$ cat src/rtl/instruction_fetch_unit.sv
// Fetch stage: owns the PC, drives the combinational instruction-memory read
// address and captures the returned word into the IF/ID register.
module instruction_fetch_unit #(
    parameter logic [31:0] RESET_PC   = 32'h0000_0000,
    parameter int          IMEM_WORDS = 64
) (
    input  logic        i_clk,
    input  logic        i_reset,
    output logic [31:0] o_imem_addr,
    input  logic [31:0] i_imem_rdata,
    input  logic        i_stall,
    input  logic        i_redirect_valid,
    input  logic [31:0] i_redirect_target,
    output logic        o_if_id_valid,
    output logic [31:0] o_if_id_pc,
    output logic [31:0] o_if_id_pc_plus4,
    output logic [31:0] o_if_id_instr,
    output logic        o_fetch_fault,
    output logic [31:0] o_fault_addr,
    output logic [31:0] o_fetch_count
);

    localparam logic [31:0] IMEM_LIMIT = 32'(IMEM_WORDS) << 2;

    typedef enum logic [1:0] {
        BOOT  = 2'd0,
        RUN   = 2'd1,
        FAULT = 2'd2
    } state_t;

    state_t      r_state;
    logic [31:0] r_pc;
    logic        r_valid;
    logic [31:0] r_if_pc;
    logic [31:0] r_if_pc4;
    logic [31:0] r_if_instr;
    logic        r_fault;
    logic [31:0] r_fault_addr;
    logic [31:0] r_count;

    state_t      w_state_nxt;
    logic [31:0] w_pc_nxt;
    logic        w_valid_nxt;
    logic [31:0] w_if_pc_nxt;
    logic [31:0] w_if_pc4_nxt;
    logic [31:0] w_if_instr_nxt;
    logic        w_fault_nxt;
    logic [31:0] w_fault_addr_nxt;
    logic [31:0] w_count_nxt;

    logic [31:0] w_pc_plus4;
    logic        w_target_bad;

    assign w_pc_plus4   = r_pc + 32'd4;
    assign w_target_bad = (i_redirect_target[1:0] != 2'b00) ||
                          (i_redirect_target >= IMEM_LIMIT);

    always_ff @(posedge i_clk) begin
        if (i_reset) begin
            r_state      <= BOOT;
            r_pc         <= RESET_PC;
            r_valid      <= 1'b0;
            r_if_pc      <= 32'd0;
            r_if_pc4     <= 32'd0;
            r_if_instr   <= 32'd0;
            r_fault      <= 1'b0;
            r_fault_addr <= 32'd0;
            r_count      <= 32'd0;
        end else begin
            r_state      <= w_state_nxt;
            r_pc         <= w_pc_nxt;
            r_valid      <= w_valid_nxt;
            r_if_pc      <= w_if_pc_nxt;
            r_if_pc4     <= w_if_pc4_nxt;
            r_if_instr   <= w_if_instr_nxt;
            r_fault      <= w_fault_nxt;
            r_fault_addr <= w_fault_addr_nxt;
            r_count      <= w_count_nxt;
        end
    end

    always_comb begin
        w_state_nxt      = r_state;
        w_pc_nxt         = r_pc;
        w_valid_nxt      = r_valid;
        w_if_pc_nxt      = r_if_pc;
        w_if_pc4_nxt     = r_if_pc4;
        w_if_instr_nxt   = r_if_instr;
        w_fault_nxt      = r_fault;
        w_fault_addr_nxt = r_fault_addr;
        w_count_nxt      = r_count;

        case (r_state)
            // One idle cycle while the instruction memory comes out of reset.
            BOOT: begin
                w_valid_nxt = 1'b0;
                w_state_nxt = RUN;
            end

            RUN: begin
                if (i_redirect_valid) begin
                    w_valid_nxt = 1'b0;
                    if (w_target_bad) begin
                        w_state_nxt      = FAULT;
                        w_fault_nxt      = 1'b1;
                        w_fault_addr_nxt = i_redirect_target;
                    end else begin
                        w_pc_nxt = i_redirect_target;
                    end
                end else if (!i_stall) begin
                    w_valid_nxt    = 1'b1;
                    w_if_pc_nxt    = r_pc;
                    w_if_pc4_nxt   = w_pc_plus4;
                    w_if_instr_nxt = i_imem_rdata;
                    w_count_nxt    = r_count + 32'd1;
                    // Last legal word is still delivered; fetch stops beyond it.
                    if (w_pc_plus4 >= IMEM_LIMIT) begin
                        w_state_nxt      = FAULT;
                        w_fault_nxt      = 1'b1;
                        w_fault_addr_nxt = w_pc_plus4;
                    end else begin
                        w_pc_nxt = w_pc_plus4;
                    end
                end
            end

            FAULT: begin
                w_valid_nxt = 1'b0;
            end

            default: begin
                w_state_nxt = BOOT;
                w_valid_nxt = 1'b0;
            end
        endcase
    end

    assign o_imem_addr      = r_pc;
    assign o_if_id_valid    = r_valid;
    assign o_if_id_pc       = r_if_pc;
    assign o_if_id_pc_plus4 = r_if_pc4;
    assign o_if_id_instr    = r_if_instr;
    assign o_fetch_fault    = r_fault;
    assign o_fault_addr     = r_fault_addr;
    assign o_fetch_count    = r_count;

endmodule

$ cat config.mk
export PLATFORM = sky130hd
export DESIGN_NAME = instruction_fetch_unit
export DESIGN_NICKNAME = d
export VERILOG_FILES = /design/src/rtl/instruction_fetch_unit.sv
export SDC_FILE = /design/constraint.sdc
export NUM_CORES = 1
export LEC_CHECK = 0
export ABC_AREA = 1
export ABC_CLOCK_PERIOD_IN_PS = 4300
export CAP_MARGIN = 20
export CORE_MARGIN = 4
export CORE_UTILIZATION = 52
export CTS_CLUSTER_DIAMETER = 200
export DETAILED_ROUTE_END_ITERATION = 7
export GPL_ROUTABILITY_DRIVEN = 0
export PLACE_DENSITY = 0.86
export SETUP_SLACK_MARGIN = 0.15
export SLEW_MARGIN = 20
export SYNTH_ARGS = -nofsm -noshare
export SYNTH_HDL_FRONTEND = slang
export SYNTH_SLANG_ARGS = --single-unit
export TNS_END_PERCENT = 100
$ cat constraint.sdc
create_clock -name i_clk -period 4.3 [get_ports i_clk]
set_clock_uncertainty 0.2 [all_clocks]
set_input_delay 0.43 -clock i_clk [delete_from_list [all_inputs] [get_ports i_clk]]
set_output_delay 0.43 -clock i_clk [all_outputs]
set_load 0.005 [all_outputs]
==> results.sh, run 1 <==
export IMPL_synthArstFlopShare_pct=0
export IMPL_critPathLaunchType="register"
export IMPL_initial_antenna_violation_count=0
export IMPL_critical_path_cell_chain="ha_1, inv_2, nor2_4, nand2_2, nor2_4, nand2_1, nor2_1, nand2_1, nand2_1, nand2_1, nor2_2, nand3_4, nand3_2, nand2_1, inv_1, nor2_1"
export IMPL_critPathMaxStageDelay_ns=0.64
export IMPL_max_clock_freq_mhz=272
export IMPL_grt_first_pass_wirelength_mm=46.0
export IMPL_sequential_to_total_area_share_from_yosys_stat_pct=43.3
export IMPL_final_period_minus_worst_setup_slack_ns=3.67
export IMPL_leakage_uw=0.00484
export IMPL_num_rows=47
export IMPL_nNetsFinal=1625
export IMPL_clk_pin_slew_worst_paths_ns=0.07
export IMPL_syn_avg_cell_area_um2=6.71
export IMPL_max_vdd_ir_drop_uv=290
export IMPL_htree_num_levels=4
export IMPL_path_class="register to register"
export IMPL_tritoncts_num_sinks=194
export IMPL_worst_pin_slew_ns=0.760
export IMPL_post_cts_repair_setup_buffers=0
export IMPL_synth_area_leader_cell="sky130_fd_sc_hd__dfxtp_1"
export IMPL_max_slew_margin_rel_pct=49.4
export IMPL_dr_total_vias=9589
export IMPL_seq_area_mm2=0.00388
export IMPL_post_drt_via_cell_ratio=5.37
export IMPL_post_dp_hpwl_mm=21.0
export IMPL_grt_remaining_overflow=0
export IMPL_routedWlPerCell_um=16.1
export IMPL_setup_viol=0
export IMPL_filler_cell_count=1389
export IMPL_power_density_mw_per_mm2=326
export IMPL_reg2reg_depth=16
export IMPL_ys_flop_type="sky130_fd_sc_hd__dfxtp_1"
export IMPL_synthCells=1336
export IMPL_drc=0
export IMPL_hold_violations=0
export IMPL_n_antenna_cell=0
export IMPL_ctsResizeCount=0
export IMPL_synth_edff_count=0
export IMPL_syn_num_nets=1406
export IMPL_path_common_cell="sky130_fd_sc_hd__nand2_1"
export IMPL_yosysWarnings=0
export IMPL_port_buffer_count=261
export IMPL_timing_critical_path_arrival_ns=3.79
export IMPL_drt_pre_antenna_iters=5
export IMPL_outcome="finished clean"
export IMPL_final_critical_path_share_of_the_clock_period_pct=85.4
export IMPL_kind_of_path_behind_the_tightest_hold_check="register to register"
export IMPL_cts_tree="done"
export IMPL_cp_max_fo=35
export IMPL_grt_pass1_vias=8871
export IMPL_yosys_cell_types_count=39
export IMPL_initial_utilization_pct=53.5
export IMPL_slew_viol_final=0
export IMPL_design_portCount=262
export IMPL_grt_total_usage_pct=28.7
export IMPL_worst_ep_required_time_ns=4.42
export IMPL_leading_cell_types_by_total_area_after_synthesis="sky130_fd_sc_hd__dfxtp_1, sky130_fd_sc_hd__nand2_1, sky130_fd_sc_hd__nor2_1"
export IMPL_floorplan_core_area_mm2=0.0168
export IMPL_first_iteration_detailed_routing_drc_count=1052
export IMPL_setup_tns_ns=0
export IMPL_cts_buffer_depth=2
export IMPL_grt_setup_unrepaired="no"
export IMPL_maxCapViolations=0
export IMPL_syn_to_final_growth_pct=35.7
export IMPL_multi_input_area_mm2=0.00414
export IMPL_antenna_left=0
export IMPL_number_of_flip_flops_and_latches_in_the_synthesized_netlist=194
export IMPL_dieArea_mm2=0.0194
export IMPL_clk_insertion_delay_late_ns=0.43
export IMPL_worst_setup_path_end_kind="register"
export IMPL_post_synth_top_area_fraction_pct=43.3
export IMPL_critPathSlowestCell="sky130_fd_sc_hd__nand3_2"
export IMPL_total_wirelength_of_the_detailed_routed_design_mm=28.8
export IMPL_cts_root_buf="sky130_fd_sc_hd__clkbuf_16"
export IMPL_holdBufCountCts=0
export IMPL_die_h_um=139
export IMPL_drive_gt1_share_pct=4.53
export IMPL_holdPathStages=2
export IMPL_horiz_die_dim_um=139
export IMPL_worst_hold_slack_ns=0.266
export IMPL_mappedNetlistArea_mm2=0.00896
export IMPL_grt_max_degree=77
export IMPL_numCtsBuffers=17
==> power breakdown <==
part	switching, uW	internal [uW]
Sequential	48.3	1870
Clock	679	836
Combinational	261	264
==> final cells by class <==
cell class | instances | share of cell area, %
Tap cell | 220 | 2.26
Clock inverter | 9 | 0.669
Timing Repair Buffer | 271 | 22.1
Clock buffer | 21 | 3.87
Multi-Input combinational cell | 907 | 34.1
Sequential cell | 194 | 31.9
Inverter | 164 | 5.10
==> flip-flops by register name, indices dropped and copies added, names as in the netlist <==
signal            count
o_fault_addr         32
o_fetch_count        32
o_if_id_instr        32
o_if_id_pc           32
o_imem_addr          32
o_if_id_pc_plus4     30
r_state               2
o_fetch_fault         1
o_if_id_valid         1
==> worst max-delay path: cells and delay by family (launching register included) <==
family                     cells  cell delay (ns)
adders and majority gates      1             0.37
buffers and inverters          2             0.17
and+or+nand+nor               13             2.30
DFF                            1             0.49
==> through the flow <==
| step | power [uW] | area [um^2] | utilization, % | setup WS (ns) | std cells |
|---|---|---|---|---|---|
| finish | 3960 | 12200 | 72.5 | 0.629 | 1786 |
| global route | 4110 | 12200 | 72.5 | 0.447 | 1786 |
| CTS | 3980 | 12200 | 72.5 | 0.729 | 1786 |
| detailed placement | 2480 | 11600 | 69.2 | 0.730 | 1756 |
| global placement | 2470 | 11600 | 69.2 | 0.822 | 1756 |
| floorplan | 2200 | 8960 | - | 1.80 | 1336 |
==> cells in the mapped netlist, types with 2 or more instances <==
| master | number |
|---|---|
| sky130_fd_sc_hd__a21oi_1 | 42 |
| sky130_fd_sc_hd__buf_1 | 6 |
| sky130_fd_sc_hd__buf_2 | 6 |
| sky130_fd_sc_hd__buf_4 | 6 |
| sky130_fd_sc_hd__buf_6 | 4 |
| sky130_fd_sc_hd__clkbuf_1 | 49 |
| sky130_fd_sc_hd__dfxtp_1 | 194 |
| sky130_fd_sc_hd__ha_1 | 2 |
| sky130_fd_sc_hd__inv_1 | 158 |
| sky130_fd_sc_hd__inv_2 | 5 |
| sky130_fd_sc_hd__mux2i_1 | 2 |
| sky130_fd_sc_hd__nand2_1 | 277 |
| sky130_fd_sc_hd__nand2_2 | 4 |
| sky130_fd_sc_hd__nand2_4 | 2 |
| sky130_fd_sc_hd__nand3_1 | 43 |
| sky130_fd_sc_hd__nand3b_1 | 7 |
| sky130_fd_sc_hd__nand4_1 | 42 |
| sky130_fd_sc_hd__nor2_1 | 277 |
| sky130_fd_sc_hd__nor2_2 | 8 |
| sky130_fd_sc_hd__nor2_4 | 3 |
| sky130_fd_sc_hd__nor3_1 | 18 |
| sky130_fd_sc_hd__nor3b_1 | 2 |
| sky130_fd_sc_hd__nor4_1 | 12 |
| sky130_fd_sc_hd__o211ai_1 | 16 |
| sky130_fd_sc_hd__o21ai_0 | 124 |
| sky130_fd_sc_hd__o21ai_1 | 3 |
| sky130_fd_sc_hd__or2_2 | 2 |
| sky130_fd_sc_hd__xnor2_1 | 7 |
| sky130_fd_sc_hd__xor2_1 | 5 |
==> cell usage in the layout (no fill, tap or decap), types with 4 or more instances in the layout <==
cell / count
sky130_fd_sc_hd__buf_4: 10
sky130_fd_sc_hd__xor2_1: 5
sky130_fd_sc_hd__nand3b_1: 7
sky130_fd_sc_hd__nor3_1: 18
sky130_fd_sc_hd__nor2_2: 8
sky130_fd_sc_hd__nor2_4: 4
sky130_fd_sc_hd__o21ai_0: 124
sky130_fd_sc_hd__xnor2_1: 7
sky130_fd_sc_hd__clkbuf_16: 17
sky130_fd_sc_hd__o211ai_1: 16
sky130_fd_sc_hd__clkdlybuf4s50_1: 260
sky130_fd_sc_hd__clkinv_2: 4
sky130_fd_sc_hd__dfxtp_1: 194
sky130_fd_sc_hd__inv_1: 157
sky130_fd_sc_hd__nor4_1: 12
sky130_fd_sc_hd__nand3_1: 43
sky130_fd_sc_hd__nand2_2: 5
sky130_fd_sc_hd__nand4_1: 42
sky130_fd_sc_hd__inv_2: 5
sky130_fd_sc_hd__nand2_1: 276
sky130_fd_sc_hd__a21oi_1: 42
sky130_fd_sc_hd__nor2_1: 276
==> routing by layer <==
| metal | share of wire (%) | routed length (um) | vias to the layer above | track usage [%] |
|---|---|---|---|---|
| met3 | 8.8 | 2530 | 70 | 5.56 |
| met1 | 41 | 11900 | 4344 | 38.0 |
| met2 | 47 | 13500 | 510 | 47.2 |
| met4 | 3.2 | 912 | 0 | 9.89 |
| li1 | - | - | 4665 | - |
| met5 | 0 | 0 | - | 0 |
==> path summary, 6_finish.rpt <==
kind | start | end | slack [ns]
worst max-delay path | o_imem_addr[2] | o_fault_addr[6] | 0.63
worst max register to register | o_imem_addr[2] | o_fault_addr[6] | 0.63
worst min-delay path | o_if_id_pc_plus4[2] | o_if_id_pc_plus4[2] | 0.27
worst min register to register | o_if_id_pc_plus4[2] | o_if_id_pc_plus4[2] | 0.27
==> kinds of logic after synthesis <==
kind of cell	synth area share [%]
adders and majority gates	0.279
and+or+nand+nor	33.1
muxes	0.223
DFF	43.3
xor gates and xnor gates	1.17
AOI/OAI and AO/OA	11.3
buffers and inverters	10.5
(Power assumes the default switching activity.)
==> run 2: changes to the inputs <==
--- a/config.mk
+++ b/config.mk
@@ -9,11 +9,12 @@
 export ABC_CLOCK_PERIOD_IN_PS = 4300
 export CAP_MARGIN = 20
 export CORE_MARGIN = 4
-export CORE_UTILIZATION = 52
+export CORE_UTILIZATION = 29
 export CTS_CLUSTER_DIAMETER = 200
 export DETAILED_ROUTE_END_ITERATION = 7
 export GPL_ROUTABILITY_DRIVEN = 0
-export PLACE_DENSITY = 0.86
+export MAX_ROUTING_LAYER = met4
+export PLACE_DENSITY = 0.52
 export SETUP_SLACK_MARGIN = 0.15
 export SLEW_MARGIN = 20
 export SYNTH_ARGS = -nofsm -noshare
==> run 2 against run 1 <==
Net effect: largest power group unchanged; flip-flop and latch count unchanged; first-iteration DRC count decreased by 42%; sequential power about the same; critical path type unchanged; largest cell class unchanged.
==> results.sh, run 2 (synthesis gave the netlist of run 1 again) <==
export IMPL_outcome="finished clean"
export IMPL_buffer_and_inverter_count_on_the_worst_path=1
export IMPL_grt_setup_unrepaired="no"
export IMPL_port_buffer_count=261
export IMPL_ctsResizeCount=0
export IMPL_total_wirelength_of_the_detailed_routed_design_mm=32.1
export IMPL_cts_root_buf="sky130_fd_sc_hd__clkbuf_16"
export IMPL_routedWlPerCell_um=16.3
export IMPL_critical_r2r_launch="o_imem_addr[2]"
export IMPL_setup_tns_ns=0
export IMPL_critPathSlowestCell="sky130_fd_sc_hd__nand3_2"
export IMPL_n_antenna_cell=0
export IMPL_htree_num_levels=4
export IMPL_worst_setup_path_end_kind="register"
export IMPL_grt_first_pass_wirelength_mm=49.9
export IMPL_holdBufCountCts=0
export IMPL_timing_critical_path_max_delay_family="simple AND/OR/NAND/NOR gates"
export IMPL_leakage_uw=0.00487
export IMPL_worst_ep_required_time_ns=4.42
export IMPL_slew_viol_final=0
export IMPL_drt_pre_antenna_iters=5
export IMPL_filler_cell_count=3226
export IMPL_nNetsFinal=1625
export IMPL_hold_violations=0
export IMPL_floorplan_core_area_mm2=0.0305
export IMPL_worst_pin_slew_ns=0.777
export IMPL_post_drt_via_cell_ratio=4.59
export IMPL_placedCellCount=1932
export IMPL_multi_input_area_mm2=0.00414
export IMPL_timing_hold_worst_start="o_fetch_fault"
export IMPL_clk_pin_slew_worst_paths_ns=0.07
export IMPL_horiz_die_dim_um=184
export IMPL_dieArea_mm2=0.0338
export IMPL_layout_common_cells="sky130_fd_sc_hd__nand2_1, sky130_fd_sc_hd__nor2_1, sky130_fd_sc_hd__clkdlybuf4s50_1, sky130_fd_sc_hd__dfxtp_1, sky130_fd_sc_hd__inv_1"
export IMPL_dr_total_vias=9020
export IMPL_timing_critical_path_arrival_ns=3.69
export IMPL_internal_power_uw=3010
export IMPL_clk_insertion_delay_late_ns=0.44
export IMPL_reg2reg_to="o_fault_addr[28]"
export IMPL_syn_to_final_growth_pct=38.9
export IMPL_antenna_left=0
export IMPL_cts_tree="done"
export IMPL_fin_total_pwr_uw=4110
export IMPL_initial_antenna_violation_count=0
export IMPL_tritoncts_num_sinks=194
export IMPL_reg2reg_depth=16
export IMPL_cts_buffer_depth=2
export IMPL_kind_of_path_behind_the_tightest_hold_check="register to register"
export IMPL_path_common_cell="sky130_fd_sc_hd__nand2_1"
export IMPL_max_vdd_ir_drop_uv=190
export IMPL_critPathMaxStageDelay_ns=0.67
export IMPL_num_rows=64
export IMPL_netSwitchingPower_uw=1100
export IMPL_setup_viol=0
export IMPL_numCtsBuffers=17
export IMPL_cp_max_fo=35
export IMPL_final_cells=1964
export IMPL_holdPathStages=2
export IMPL_first_iteration_detailed_routing_drc_count=610
export IMPL_combinationalPowerShare_pct=12.9
export IMPL_grt_max_degree=129
export IMPL_drive_gt1_share_pct=4.72
export IMPL_rrSetupSlack_ns=0.73
export IMPL_power_density_mw_per_mm2=330
export IMPL_post_cts_repair_setup_buffers=0
export IMPL_max_clock_freq_mhz=280
export IMPL_terminating_pin_of_the_worst_hold_path="o_fetch_fault"
export IMPL_seq_area_mm2=0.00388
export IMPL_sequential_power_share_pct=46.7
export IMPL_max_slew_margin_rel_pct=48.2
export IMPL_die_h_um=184
export IMPL_path_class="register to register"
export IMPL_grt_remaining_overflow=0
export IMPL_share_of_total_power_consumed_by_net_switching_pct=26.7
export IMPL_grt_pass1_vias=8613
export IMPL_post_dp_hpwl_mm=23.6
export IMPL_final_period_minus_worst_setup_slack_ns=3.57
export IMPL_final_critical_path_share_of_the_clock_period_pct=82.9
export IMPL_design_portCount=262
export IMPL_maxCapViolations=0
export IMPL_grt_total_usage_pct=19.2
export IMPL_clkPwrFrac_pct=40.4
export IMPL_worst_hold_slack_ns=0.257
export IMPL_critPathLaunchType="register"
export IMPL_drc=0
export IMPL_initial_utilization_pct=29.4
export IMPL_critical_path_cell_chain="ha_1, inv_2, nor2_4, nand2_2, nor2_4, nand2_1, nor2_1, nand2_1, nand2_1, nand2_1, nor2_2, nand3_4, nand3_2, nand2_1, nand2_1, nor2_1"
## run 2: worst max-delay path by stage
stage | from | endpoint | slack (ns) | depth (start not counted)
after floorplan | o_imem_addr[2] | o_imem_addr[28] | 1.80 | 17
after global placement | o_imem_addr[2] | o_fault_addr[4] | 0.89 | 16
after detailed placement | o_imem_addr[2] | o_fault_addr[28] | 0.76 | 16
after CTS | o_imem_addr[2] | o_fault_addr[28] | 0.75 | 16
after global routing | o_imem_addr[2] | o_fault_addr[29] | 0.34 | 16
final | o_imem_addr[2] | o_fault_addr[28] | 0.73 | 16
## run 2: worst register-to-register path, stage by stage (launching register included)
cell	delay, ns
sky130_fd_sc_hd__dfxtp_1	0.47
sky130_fd_sc_hd__ha_1	0.34
sky130_fd_sc_hd__inv_2	0.07
sky130_fd_sc_hd__nor2_4	0.16
sky130_fd_sc_hd__nand2_2	0.14
sky130_fd_sc_hd__nor2_4	0.13
sky130_fd_sc_hd__nand2_1	0.09
sky130_fd_sc_hd__nor2_1	0.10
sky130_fd_sc_hd__nand2_1	0.06
sky130_fd_sc_hd__nand2_1	0.18
sky130_fd_sc_hd__nand2_1	0.10
sky130_fd_sc_hd__nor2_2	0.15
sky130_fd_sc_hd__nand3_4	0.34
sky130_fd_sc_hd__nand3_2	0.68
sky130_fd_sc_hd__nand2_1	0.11
sky130_fd_sc_hd__nand2_1	0.08
sky130_fd_sc_hd__nor2_1	0.05
## run 2: layer usage
layer  track usage (%)  wire length [um]
met1              25.8             14800
met2              30.0             14700
met3              3.32              1780
met4              5.44               723
met5                 -                 0
## run 2: final cells by class
type                       instances  share of cell area [%]
sequential                       194                    31.2
clock buffer                      20                    3.75
clock inverter                    12                    1.10
tap                              396                    3.98
timing repair buffer             271                    21.7
multi-input combinational        907                    33.3
inverter                         164                    4.99
## run 2: per-stage QoR
stage,utilization [%],worst slack [ns],area (um^2)
global route,40.8,0.336,12400
floorplan,-,1.80,8960
global placement,38.8,0.895,11800
CTS,40.8,0.745,12400
finish,40.8,0.735,12400
detailed placement,38.8,0.762,11800
## run 2: power by group through the flow
stage / combinational (uW) / clock (uW) / sequential (uW)
final: 529 / 1660 / 1920
after global routing: 593 / 1790 / 1930
after CTS: 536 / 1720 / 1920
after detailed placement: 534 / 0 / 1960
after global placement: 534 / 0 / 1960
after floorplan: 245 / 0 / 1960
==> run 3: changes to the inputs <==
--- a/config.mk
+++ b/config.mk
@@ -6,7 +6,7 @@
 export NUM_CORES = 1
 export LEC_CHECK = 0
 export ABC_AREA = 1
-export ABC_CLOCK_PERIOD_IN_PS = 4300
+export ABC_CLOCK_PERIOD_IN_PS = 3300
 export CAP_MARGIN = 20
 export CORE_MARGIN = 4
 export CORE_UTILIZATION = 29
==> constraint.sdc (replaced) <==
create_clock -name i_clk -period 3.3 [get_ports i_clk]
set_clock_uncertainty 0.2 [all_clocks]
set_input_delay 0.33 -clock i_clk [delete_from_list [all_inputs] [get_ports i_clk]]
set_output_delay 0.33 -clock i_clk [all_outputs]
set_load 0.005 [all_outputs]
==> run 3 against run 2 <==
Net effect: hold slack got worse by 0.023 ns; total power is 31% higher; maximum frequency grew 27%; sequential power is 30% higher; largest cell class unchanged; design area up 1.1%; highest routed layer unchanged; critical endpoint unchanged.
==> results.sh, run 3 (synthesis gave the netlist of run 1 again) <==
export IMPL_outcome="finished clean"
export IMPL_horiz_die_dim_um=184
export IMPL_floorplan_core_area_mm2=0.0305
export IMPL_total_wirelength_of_the_detailed_routed_design_mm=32.4
export IMPL_syn_to_final_growth_pct=40.3
export IMPL_internal_power_uw=3940
export IMPL_global_route_usage_met1_pct=26.2
export IMPL_path_class="register to register"
export IMPL_leakage_uw=0.00495
export IMPL_power_density_mw_per_mm2=428
export IMPL_grt_remaining_overflow=0
export IMPL_clk_pin_slew_worst_paths_ns=0.08
export IMPL_post_drt_via_cell_ratio=4.60
export IMPL_num_rows=64
export IMPL_dr_total_vias=9097
export IMPL_met2_usage_pct=30.1
export IMPL_drive_gt1_share_pct=6.19
export IMPL_final_critical_path_share_of_the_clock_period_pct=85.2
export IMPL_dieArea_mm2=0.0338
export IMPL_netSwitchingPower_uw=1440
export IMPL_layout_common_cells="sky130_fd_sc_hd__nand2_1, sky130_fd_sc_hd__nor2_1, sky130_fd_sc_hd__clkdlybuf4s50_1, sky130_fd_sc_hd__dfxtp_1, sky130_fd_sc_hd__inv_1"
export IMPL_cts_tree="done"
export IMPL_worst_setup_path_end_kind="register"
export IMPL_setup_viol=0
export IMPL_cts_root_buf="sky130_fd_sc_hd__clkbuf_16"
export IMPL_max_clock_freq_mhz=356
export IMPL_grt_pass1_vias=8452
export IMPL_max_vdd_ir_drop_uv=290
export IMPL_max_slew_margin_rel_pct=52.9
export IMPL_timing_critical_path_arrival_ns=2.95
export IMPL_grt_first_pass_wirelength_mm=49.4
export IMPL_initial_utilization_pct=29.4
export IMPL_design_portCount=262
export IMPL_tritoncts_num_sinks=194
export IMPL_busiest_layer="met2"
export IMPL_grt_max_degree=129
export IMPL_final_period_minus_worst_setup_slack_ns=2.81
export IMPL_use_met3_pct=3.13
export IMPL_post_dp_hpwl_mm=23.9
export IMPL_kind_of_path_behind_the_tightest_hold_check="input port to register"
export IMPL_maxCapViolations=0
export IMPL_worst_pin_slew_ns=0.700
export IMPL_cp_max_fo=32
export IMPL_combinationalPowerShare_pct=13.2
export IMPL_initial_antenna_violation_count=0
export IMPL_cts_buffer_depth=2
export IMPL_slew_viol_final=0
export IMPL_routedWlPerCell_um=16.4
export IMPL_port_buffer_count=261
export IMPL_critPathLaunchType="register"
export IMPL_clkPwrFrac_pct=40.5
export IMPL_drc=0
export IMPL_hold_violations=0
export IMPL_n_antenna_cell=0
export IMPL_nNetsFinal=1639
export IMPL_holdPathStages=4
export IMPL_placed_area_mm2=0.0119
export IMPL_antenna_left=0
export IMPL_die_h_um=184
export IMPL_setup_tns_ns=0
export IMPL_holdBufCountCts=0
export IMPL_fin_total_pwr_uw=5390
export IMPL_grt_setup_unrepaired="no"
export IMPL_reg2reg_depth=16
export IMPL_htree_num_levels=4
export IMPL_share_of_total_power_consumed_by_net_switching_pct=26.8
export IMPL_drt_pre_antenna_iters=5
export IMPL_first_iteration_detailed_routing_drc_count=767
export IMPL_final_area_mm2=0.0126
export IMPL_grt_total_usage_pct=19.2
export IMPL_clk_insertion_delay_late_ns=0.44
export IMPL_sequential_power_share_pct=46.4
export IMPL_worst_ep_required_time_ns=3.44
export IMPL_numCtsBuffers=17
==> run 3: per-stage QoR <==
step	hold WS, ns	std cells	setup WS (ns)	util, %
2_1_floorplan	0.247	1336	0.798	-
3_3_place_gp	0.250	1943	0.202	39.1
3_5_place_dp	0.253	1943	0.169	39.1
4_1_cts	0.266	1975	0.258	41.1
5_1_grt	0.289	1978	0.220	41.2
6_report	0.234	1978	0.489	41.2
==> run 3: layout make-up <==
| type | instances | area (um^2) |
|---|---|---|
| Clock inverter | 15 | 170 |
| Sequential cell | 194 | 3900 |
| Timing Repair Buffer | 285 | 2810 |
| Inverter | 164 | 621 |
| Multi-Input combinational cell | 907 | 4150 |
| Clock buffer | 17 | 425 |
| Fill cell | 3193 | 17900 |
| Tap cell | 396 | 495 |
==> run 3: repair_timing <==
item / CTS / global route
setup endpoints to repair: 0 / 58
resized for setup: 0 / 11
buffers inserted: 0 / 3
==> run 3: power groups by stage <==
stage	Combinational [uW]	Clock [uW]	Sequential [uW]
after floorplan	319	0	2550
after global placement	710	0	2550
after detailed placement	713	0	2550
after CTS	716	2240	2500
after global routing	793	2340	2510
final	710	2180	2500
==> run 3: critical path, stage by stage, from the launching register on <==
cell and delay [ns]:
sky130_fd_sc_hd__dfxtp_1 0.50, sky130_fd_sc_hd__nand2_1 0.18, sky130_fd_sc_hd__nor2_4 0.18, sky130_fd_sc_hd__nand2_2 0.14, sky130_fd_sc_hd__nor2_4 0.13, sky130_fd_sc_hd__nand2_1 0.06, sky130_fd_sc_hd__nand2_1 0.19, sky130_fd_sc_hd__nand2_1 0.08
sky130_fd_sc_hd__nor2_1 0.09, sky130_fd_sc_hd__nand3_1 0.11, sky130_fd_sc_hd__nor2_2 0.14, sky130_fd_sc_hd__nand3_4 0.16, sky130_fd_sc_hd__nand3_2 0.16, sky130_fd_sc_hd__buf_12 0.20, sky130_fd_sc_hd__nand2_1 0.07, sky130_fd_sc_hd__nand2_1 0.06
sky130_fd_sc_hd__nor2_1 0.05
==> run 3: layer usage <==
layer	routed length, um	vias to the layer above
li1	-	4692
met1	15500	4127
met2	15000	254
met3	1520	24
met4	515	0
met5	0	-
==> run 3: final timing paths <==
kind / start / to / slack (ns)
hold / removal: i_reset / o_fetch_count[8] / 0.23
setup / recovery: o_imem_addr[7] / o_fault_addr[28] / 0.49
hold reg to reg: o_fetch_fault / o_fetch_fault / 0.26
setup reg to reg: o_imem_addr[7] / o_fault_addr[28] / 0.49
